$ cat config.mk
export PLATFORM = sky130hd
export DESIGN_NAME = core101_mem_master_flat
export DESIGN_NICKNAME = d
export VERILOG_FILES = /design/src/rtl/core101_mem_master_if.sv /design/src/rtl/core101_mem_master.sv /design/src/flat_wrapper.sv
export SDC_FILE = /design/constraint.sdc
export NUM_CORES = 1
export LEC_CHECK = 0
export ABC_CLOCK_PERIOD_IN_PS = 2600
export BUFFER_PORTS_ARGS = -buffer_cell sky130_fd_sc_hd__buf_2
export CAP_MARGIN = 20
export CELL_PAD_IN_SITES_DETAIL_PLACEMENT = 0
export CELL_PAD_IN_SITES_GLOBAL_PLACEMENT = 2
export CORE_ASPECT_RATIO = 1.2
export CORE_MARGIN = 2
export CORE_UTILIZATION = 27
export DETAILED_ROUTE_END_ITERATION = 8
export GPL_ROUTABILITY_DRIVEN = 0
export GPL_TIMING_DRIVEN = 0
export PLACE_DENSITY = 0.81
export SETUP_SLACK_MARGIN = 0.02
export SYNTH_ARGS = -nofsm -noshare
export SYNTH_HDL_FRONTEND = slang
export SYNTH_SLANG_ARGS = --single-unit
export TNS_END_PERCENT = 50
$ cat constraint.sdc
create_clock -name clock_in -period 2.6 [get_ports clock_in]
set_input_delay 0.78 -clock clock_in [delete_from_list [all_inputs] [get_ports clock_in]]
set_output_delay 0.78 -clock clock_in [all_outputs]
set_load 0.03 [all_outputs]
$ cat src/rtl/core101_mem_master_if.sv
// Core101 memory master bus bundle.
// Groups the core-side request/response handshake and the external memory
// bus into one interface.
//   master : view of core101_mem_master (drives ready/resp/mem strobes)
//   slave  : view of the surroundings (core plus external memory)
interface core101_mem_master_if #(
  parameter int ADDR_WIDTH = 32,
  parameter int DATA_WIDTH = 32
);
  logic                    req_valid_in;
  logic                    req_ready_out;
  logic                    req_write_in;
  logic [ADDR_WIDTH-1:0]   req_addr_in;
  logic [DATA_WIDTH-1:0]   req_wdata_in;
  logic [DATA_WIDTH/8-1:0] req_wstrb_in;
  logic                    resp_valid_out;
  logic                    resp_ready_in;
  logic [DATA_WIDTH-1:0]   resp_rdata_out;
  logic                    resp_error_out;
  logic [ADDR_WIDTH-1:0]   mem_addr_out;
  logic [DATA_WIDTH-1:0]   mem_wdata_out;
  logic [DATA_WIDTH/8-1:0] mem_wstrb_out;
  logic [DATA_WIDTH-1:0]   mem_rdata_in;
  logic                    mem_read_out;
  logic                    mem_write_out;
  logic                    mem_valid_in;

  modport master (
    input  req_valid_in, req_write_in, req_addr_in, req_wdata_in, req_wstrb_in,
    input  resp_ready_in, mem_rdata_in, mem_valid_in,
    output req_ready_out, resp_valid_out, resp_rdata_out, resp_error_out,
    output mem_addr_out, mem_wdata_out, mem_wstrb_out, mem_read_out, mem_write_out
  );

  modport slave (
    output req_valid_in, req_write_in, req_addr_in, req_wdata_in, req_wstrb_in,
    output resp_ready_in, mem_rdata_in, mem_valid_in,
    input  req_ready_out, resp_valid_out, resp_rdata_out, resp_error_out,
    input  mem_addr_out, mem_wdata_out, mem_wstrb_out, mem_read_out, mem_write_out
  );
endinterface

$ cat src/rtl/core101_mem_master.sv
// Core101 memory master.
// Takes single read/write requests from the core, runs one access on the
// external memory bus, waits for mem_valid_in (with optional timeout) and
// returns data plus an error flag. Misaligned requests are answered with an
// error without touching memory.
// Ports:
//   clock_in      : system clock, rising edge
//   reset_in      : asynchronous active-low reset
//   bus           : request/response handshake and memory bus (master view)
//   err_count_out : saturating count of error responses
//
// state  | meaning
// IDLE   | ready for a request, no strobe
// ACCESS | strobe asserted, waiting for mem_valid_in or timeout
// RESP   | response presented until resp_ready_in
module core101_mem_master #(
  parameter int ADDR_WIDTH     = 32,
  parameter int DATA_WIDTH     = 32,
  parameter int TIMEOUT_CYCLES = 16,
  parameter int ERR_CNT_WIDTH  = 8
) (
  input  logic                     clock_in,
  input  logic                     reset_in,
  core101_mem_master_if.master     bus,
  output logic [ERR_CNT_WIDTH-1:0] err_count_out
);

  localparam logic [1:0] ST_IDLE   = 2'd0;
  localparam logic [1:0] ST_ACCESS = 2'd1;
  localparam logic [1:0] ST_RESP   = 2'd2;

  localparam int TO_W    = (TIMEOUT_CYCLES > 1) ? $clog2(TIMEOUT_CYCLES) : 1;
  localparam int TO_LAST = (TIMEOUT_CYCLES > 0) ? TIMEOUT_CYCLES - 1 : 0;
  localparam logic [TO_W-1:0] TO_LOAD = TO_W'(TO_LAST);

  // Low address bits that must be zero for a naturally aligned access;
  // all-zero for an 8-bit bus, so nothing is ever misaligned there.
  localparam logic [ADDR_WIDTH-1:0] ALIGN_MASK = ADDR_WIDTH'(DATA_WIDTH / 8 - 1);

  logic [1:0]              state;
  logic                    req_ready_q;
  logic                    resp_valid_q;
  logic [DATA_WIDTH-1:0]   resp_rdata_q;
  logic                    resp_error_q;
  logic [ADDR_WIDTH-1:0]   mem_addr_q;
  logic [DATA_WIDTH-1:0]   mem_wdata_q;
  logic [DATA_WIDTH/8-1:0] mem_wstrb_q;
  logic                    mem_read_q;
  logic                    mem_write_q;
  logic                    is_write_q;
  logic [TO_W-1:0]         to_cnt;
  logic [ERR_CNT_WIDTH-1:0] err_cnt;

  logic misaligned;
  logic timed_out;

  assign misaligned = (bus.req_addr_in & ALIGN_MASK) != '0;
  // Down-counter loaded with TIMEOUT_CYCLES-1 on entry; terminal count
  // at zero matches an up-count from 0 reaching TIMEOUT_CYCLES-1.
  assign timed_out  = (TIMEOUT_CYCLES != 0) && (to_cnt == '0);

  always_ff @(posedge clock_in or negedge reset_in) begin
    if (!reset_in) begin
      state        <= ST_IDLE;
      req_ready_q  <= 1'b1;
      resp_valid_q <= 1'b0;
      resp_rdata_q <= '0;
      resp_error_q <= 1'b0;
      mem_addr_q   <= '0;
      mem_wdata_q  <= '0;
      mem_wstrb_q  <= '0;
      mem_read_q   <= 1'b0;
      mem_write_q  <= 1'b0;
      is_write_q   <= 1'b0;
      to_cnt       <= '0;
      err_cnt      <= '0;
    end else begin
      case (state)
        ST_IDLE: begin
          if (bus.req_valid_in && req_ready_q) begin
            req_ready_q <= 1'b0;
            mem_addr_q  <= bus.req_addr_in;
            mem_wdata_q <= bus.req_wdata_in;
            mem_wstrb_q <= bus.req_wstrb_in;
            is_write_q  <= bus.req_write_in;
            to_cnt      <= TO_LOAD;
            if (misaligned) begin
              resp_valid_q <= 1'b1;
              resp_rdata_q <= '0;
              resp_error_q <= 1'b1;
              if (err_cnt != '1) err_cnt <= err_cnt + 1'b1;
              state <= ST_RESP;
            end else begin
              mem_read_q  <= ~bus.req_write_in;
              mem_write_q <= bus.req_write_in;
              state       <= ST_ACCESS;
            end
          end
        end
        ST_ACCESS: begin
          // valid has priority over a timeout in the same cycle
          if (bus.mem_valid_in) begin
            mem_read_q   <= 1'b0;
            mem_write_q  <= 1'b0;
            resp_valid_q <= 1'b1;
            resp_rdata_q <= is_write_q ? '0 : bus.mem_rdata_in;
            resp_error_q <= 1'b0;
            state        <= ST_RESP;
          end else if (timed_out) begin
            mem_read_q   <= 1'b0;
            mem_write_q  <= 1'b0;
            resp_valid_q <= 1'b1;
            resp_rdata_q <= '0;
            resp_error_q <= 1'b1;
            if (err_cnt != '1) err_cnt <= err_cnt + 1'b1;
            state        <= ST_RESP;
          end else begin
            to_cnt <= to_cnt - 1'b1;
          end
        end
        ST_RESP: begin
          if (bus.resp_ready_in) begin
            resp_valid_q <= 1'b0;
            resp_rdata_q <= '0;
            resp_error_q <= 1'b0;
            req_ready_q  <= 1'b1;
            state        <= ST_IDLE;
          end
        end
        default: begin
          state        <= ST_IDLE;
          req_ready_q  <= 1'b1;
          resp_valid_q <= 1'b0;
          mem_read_q   <= 1'b0;
          mem_write_q  <= 1'b0;
        end
      endcase
    end
  end

  assign bus.req_ready_out  = req_ready_q;
  assign bus.resp_valid_out = resp_valid_q;
  assign bus.resp_rdata_out = resp_rdata_q;
  assign bus.resp_error_out = resp_error_q;
  assign bus.mem_addr_out   = mem_addr_q;
  assign bus.mem_wdata_out  = mem_wdata_q;
  assign bus.mem_wstrb_out  = mem_wstrb_q;
  assign bus.mem_read_out   = mem_read_q;
  assign bus.mem_write_out  = mem_write_q;
  assign err_count_out      = err_cnt;

endmodule

$ cat src/flat_wrapper.sv
// flat-port wrapper written by rule: the top's interface ports become plain ports
module core101_mem_master_flat 
#(
  parameter int ADDR_WIDTH     = 32,
  parameter int DATA_WIDTH     = 32,
  parameter int TIMEOUT_CYCLES = 16,
  parameter int ERR_CNT_WIDTH  = 8
)
  (clock_in, reset_in, err_count_out, bus_req_valid_in, bus_req_write_in, bus_req_addr_in, bus_req_wdata_in, bus_req_wstrb_in, bus_resp_ready_in, bus_mem_rdata_in, bus_mem_valid_in, bus_req_ready_out, bus_resp_valid_out, bus_resp_rdata_out, bus_resp_error_out, bus_mem_addr_out, bus_mem_wdata_out, bus_mem_wstrb_out, bus_mem_read_out, bus_mem_write_out);
  core101_mem_master_if #(.ADDR_WIDTH(ADDR_WIDTH), .DATA_WIDTH(DATA_WIDTH)) bus_i ();
  input  logic clock_in;
  input  logic reset_in;
  output logic [ERR_CNT_WIDTH-1:0] err_count_out;
  input wire logic [$bits(bus_i.req_valid_in)-1:0] bus_req_valid_in;
  input wire logic [$bits(bus_i.req_write_in)-1:0] bus_req_write_in;
  input wire logic [$bits(bus_i.req_addr_in)-1:0] bus_req_addr_in;
  input wire logic [$bits(bus_i.req_wdata_in)-1:0] bus_req_wdata_in;
  input wire logic [$bits(bus_i.req_wstrb_in)-1:0] bus_req_wstrb_in;
  input wire logic [$bits(bus_i.resp_ready_in)-1:0] bus_resp_ready_in;
  input wire logic [$bits(bus_i.mem_rdata_in)-1:0] bus_mem_rdata_in;
  input wire logic [$bits(bus_i.mem_valid_in)-1:0] bus_mem_valid_in;
  output wire logic [$bits(bus_i.req_ready_out)-1:0] bus_req_ready_out;
  output wire logic [$bits(bus_i.resp_valid_out)-1:0] bus_resp_valid_out;
  output wire logic [$bits(bus_i.resp_rdata_out)-1:0] bus_resp_rdata_out;
  output wire logic [$bits(bus_i.resp_error_out)-1:0] bus_resp_error_out;
  output wire logic [$bits(bus_i.mem_addr_out)-1:0] bus_mem_addr_out;
  output wire logic [$bits(bus_i.mem_wdata_out)-1:0] bus_mem_wdata_out;
  output wire logic [$bits(bus_i.mem_wstrb_out)-1:0] bus_mem_wstrb_out;
  output wire logic [$bits(bus_i.mem_read_out)-1:0] bus_mem_read_out;
  output wire logic [$bits(bus_i.mem_write_out)-1:0] bus_mem_write_out;
  assign bus_i.req_valid_in = bus_req_valid_in;
  assign bus_i.req_write_in = bus_req_write_in;
  assign bus_i.req_addr_in = bus_req_addr_in;
  assign bus_i.req_wdata_in = bus_req_wdata_in;
  assign bus_i.req_wstrb_in = bus_req_wstrb_in;
  assign bus_i.resp_ready_in = bus_resp_ready_in;
  assign bus_i.mem_rdata_in = bus_mem_rdata_in;
  assign bus_i.mem_valid_in = bus_mem_valid_in;
  assign bus_req_ready_out = bus_i.req_ready_out;
  assign bus_resp_valid_out = bus_i.resp_valid_out;
  assign bus_resp_rdata_out = bus_i.resp_rdata_out;
  assign bus_resp_error_out = bus_i.resp_error_out;
  assign bus_mem_addr_out = bus_i.mem_addr_out;
  assign bus_mem_wdata_out = bus_i.mem_wdata_out;
  assign bus_mem_wstrb_out = bus_i.mem_wstrb_out;
  assign bus_mem_read_out = bus_i.mem_read_out;
  assign bus_mem_write_out = bus_i.mem_write_out;
  core101_mem_master #(.ADDR_WIDTH(ADDR_WIDTH), .DATA_WIDTH(DATA_WIDTH), .TIMEOUT_CYCLES(TIMEOUT_CYCLES), .ERR_CNT_WIDTH(ERR_CNT_WIDTH)) u_core (.clock_in(clock_in), .reset_in(reset_in), .bus(bus_i), .err_count_out(err_count_out));
endmodule
==> impl_results.md <==
* N_diodes at 0
* Leakage at 3.93 nW
* Final WS setup at 0.438 ns
* Post-synth top area share at 0.637
* Area contributors post-synth: dfrtp_1 64%, nand2_1 17%, a22o_1 6.0%
* Global-route wire length before repair at 20,800 um
* Total GRT Usage at 0.146
* Post-synth cell types at 39
* Crit path capture type: flop
* R2R Path End: u_core.bus.resp_rdata_out[1]
* Initial Util at 0.276
* EDFF count, synth at 0
* Initial antenna violation count at 1
* Syn avg cell area at 10.3 um2
* Post-route setup TNS at 0 ns
* Iter 0 DRT Violations at 171
* Worst-Skew Late Latency at 0.41 ns
* Cell count after synthesis at 454
* Slew @ Worst Pin at 0.849 ns
* Nets at 800
* Clock Skews at 0.00772 ns
* Count of final max-slew check failures at 0
* CTS clock-pin slew for the worst setup and hold paths at 0.05 ns
* Slowest stage delay, CP at 0.42 ns
* Post-cts resize count at 0
* Die area at 18,400 um2
* P&R area growth vs syn at 44.5%
* Final setup fails at 0
* R2R Setup Slk at 0.44 ns
* Tcrit/Tclk final at 0.831
* Number of synthesized register bits at 120
* Ys flop type: dfrtp_1
* Share of flip-flops with an asynchronous set or reset at 1.00
* Slowest-stage cell, CP: or3b_4
* CTS tree: built
* Core area at 16,900 um2
* Mapped Nets at 562
* Final Hold Viols at 0
* Post-synthesis instance area at 4670 um2
* Outcome: finished clean
* Reg2Reg Depth at 7
* WP data arrival at 2.45 ns
* DPL Wire Length at 9630 um
* Vias per cell at 4.37
* Total global routing overflow at 0
* Final WL at 13,200 um
* Vias at 4,029
* Setup bufs post-CTS at 0
* Tot Pwr at 0.00488 W
* Fillers at 1,711
* Area leader, netlist: dfrtp_1
* Worst endpoint required time at 2.89 ns
* Num rows at 52
* Path type of the worst min-delay path: primary input to async pin
* Routed WL per cell at 14.3 um
* Input/output buffers at 218
* Critical path peak fanout at 10
* DR pass1 iterations at 4
* # H-tree levels at 4
* Cts hold-fix bufs at 0
* Util after Layout at 0.399
* YS warnings at 0
* Layout cell share with drive strength beyond 1 at 0.383
* Largest net degree at the start of global routing at 99
* Max clock buf depth at 2
* Max Cap Viol at 0
* Sink Count at 120
* RSZ-0062 raised after global routing: no
* Die Ht at 148 um
* Drc violations at 0
* Placed Cells at 889
* Min cycle time layout at 2.16 ns
* Seq/Total Area, Yosys at 0.643
* Startpoint types: flop
* Vias in the first global route at 4,145
* Ports at 219
* Post-route insts no fill at 921
* Setup Slack @ Placement at 0.190 ns
* R2r startpoint: u_core.to_cnt[0]
* Remaining antenna violation count at 0
* Num CTS Buffers at 17
* Die width at 124 um
* CTS root buf: clkbuf_16
* Fmax at 0.463 GHz
* CP cell instances: inv_1 > ha_1 > or3b_4 > a22oi_1 > nand2_1 > buf_2 > a22o_1
* Peak supply drop at 427 uV
* Relative slew slack at 0.433
* Worst Path Class, Setup: flop to flop
* Pwr/cell area at 722 nW/um2
-- sequential cells by signal (all words and copies together), names as in the netlist --
| name | cells |
|---|---|
| u_core.bus.mem_addr_out | 32 |
| u_core.bus.mem_read_out | 1 |
| u_core.bus.mem_wdata_out | 32 |
| u_core.bus.mem_write_out | 1 |
| u_core.bus.mem_wstrb_out | 4 |
| u_core.bus.req_ready_out | 1 |
| u_core.bus.resp_error_out | 1 |
| u_core.bus.resp_rdata_out | 32 |
| u_core.bus.resp_valid_out | 1 |
| u_core.err_count_out | 8 |
| u_core.is_write_q | 1 |
| u_core.state | 2 |
| u_core.to_cnt | 4 |
-- cell usage after synthesis (2+ instances only) --
cell type / count
nand4_1: 2
inv_1: 4
a22oi_1: 2
a21oi_1: 2
nor3b_1: 2
nor2_1: 7
o21ai_0: 4
o41ai_1: 2
xor2_1: 7
buf_2: 8
mux2_2: 3
nor3_1: 6
nand3_1: 2
nand2_1: 212
dfrtp_1: 119
a22o_1: 32
ha_1: 2
clkbuf_1: 17
-- where the power goes --
| group | switching, W | internal, W | total, W |
|---|---|---|---|
| logic | 0.000151 | 0.000105 | 0.000255 |
| registers | 0.0000193 | 0.00190 | 0.00192 |
| clock network | 0.000868 | 0.00183 | 0.00270 |
-- how the worst max path moves through the flow --
stage	from	endpoint	slack, ns	depth (start not counted)
floorplan	u_core.to_cnt[0]	u_core.err_count_out[1]	0.60	6
global placement	reset_in	u_core.bus.mem_addr_out[12]	-0.80	1
detailed placement	bus_req_valid_in	u_core.err_count_out[1]	0.19	6
CTS	u_core.to_cnt[0]	u_core.bus.resp_rdata_out[28]	0.41	7
global route	u_core.to_cnt[0]	u_core.bus.resp_rdata_out[1]	0.29	7
finish	u_core.to_cnt[0]	u_core.bus.resp_rdata_out[1]	0.44	7
-- cell families after synthesis --
kind of cell	after synthesis	share of synthesized area
compound gates	51	0.0926
xor+xnor	7	0.0131
fa+ha+maj	2	0.00535
buf+inv	29	0.0254
flops	120	0.643
mux	4	0.00937
simple gates	241	0.211
-- layer usage --
metal,track usage,wire length [um]
met5,0,0
met1,0.165,5240
met3,0.0587,1140
met4,0.0506,267
met2,0.249,6570
-- through the flow --
stage          cell area [um2]  hold slack, ns
2_1_floorplan             4670           0.451
3_3_place_gp              6030           0.453
4_1_cts                   6750           0.207
3_5_place_dp              6070           0.457
6_report                  6750           0.220
5_1_grt                   6750           0.210
-- placed cells by master, fill, tap and decap left out, drive strengths merged, types with 6 or more instances in the layout --
cell type and n:
buf 227, nand2 212, dfrtp 119, clkbuf 35
a22o 32, nor2 7, xor2 7, nor3 7
inv 7, bufinv 6
-- critical path: cells and delay by family, from the launching register on --
kind	cells	cell delay, ns
AO/OA/AOI/OAI	2	0.43
buffers and inverters	2	0.36
AND/OR/NAND/NOR	2	0.69
flip-flops	1	0.37
adder cells (fa/ha/maj)	1	0.19
-- layout make-up --
| cell class | count | area [um2] | share of cell area |
|---|---|---|---|
| sequential | 120 | 3000 | 0.445 |
| multi-input combinational | 305 | 1550 | 0.230 |
| timing repair buffer | 219 | 1120 | 0.167 |
| clock buffer | 18 | 439 | 0.0650 |
| tap | 216 | 270 | 0.0400 |
| clock inverter | 14 | 244 | 0.0361 |
| buffer | 25 | 104 | 0.0154 |
| inverter | 4 | 15.0 | 0.00222 |
Power figures use the tool's default switching activity.
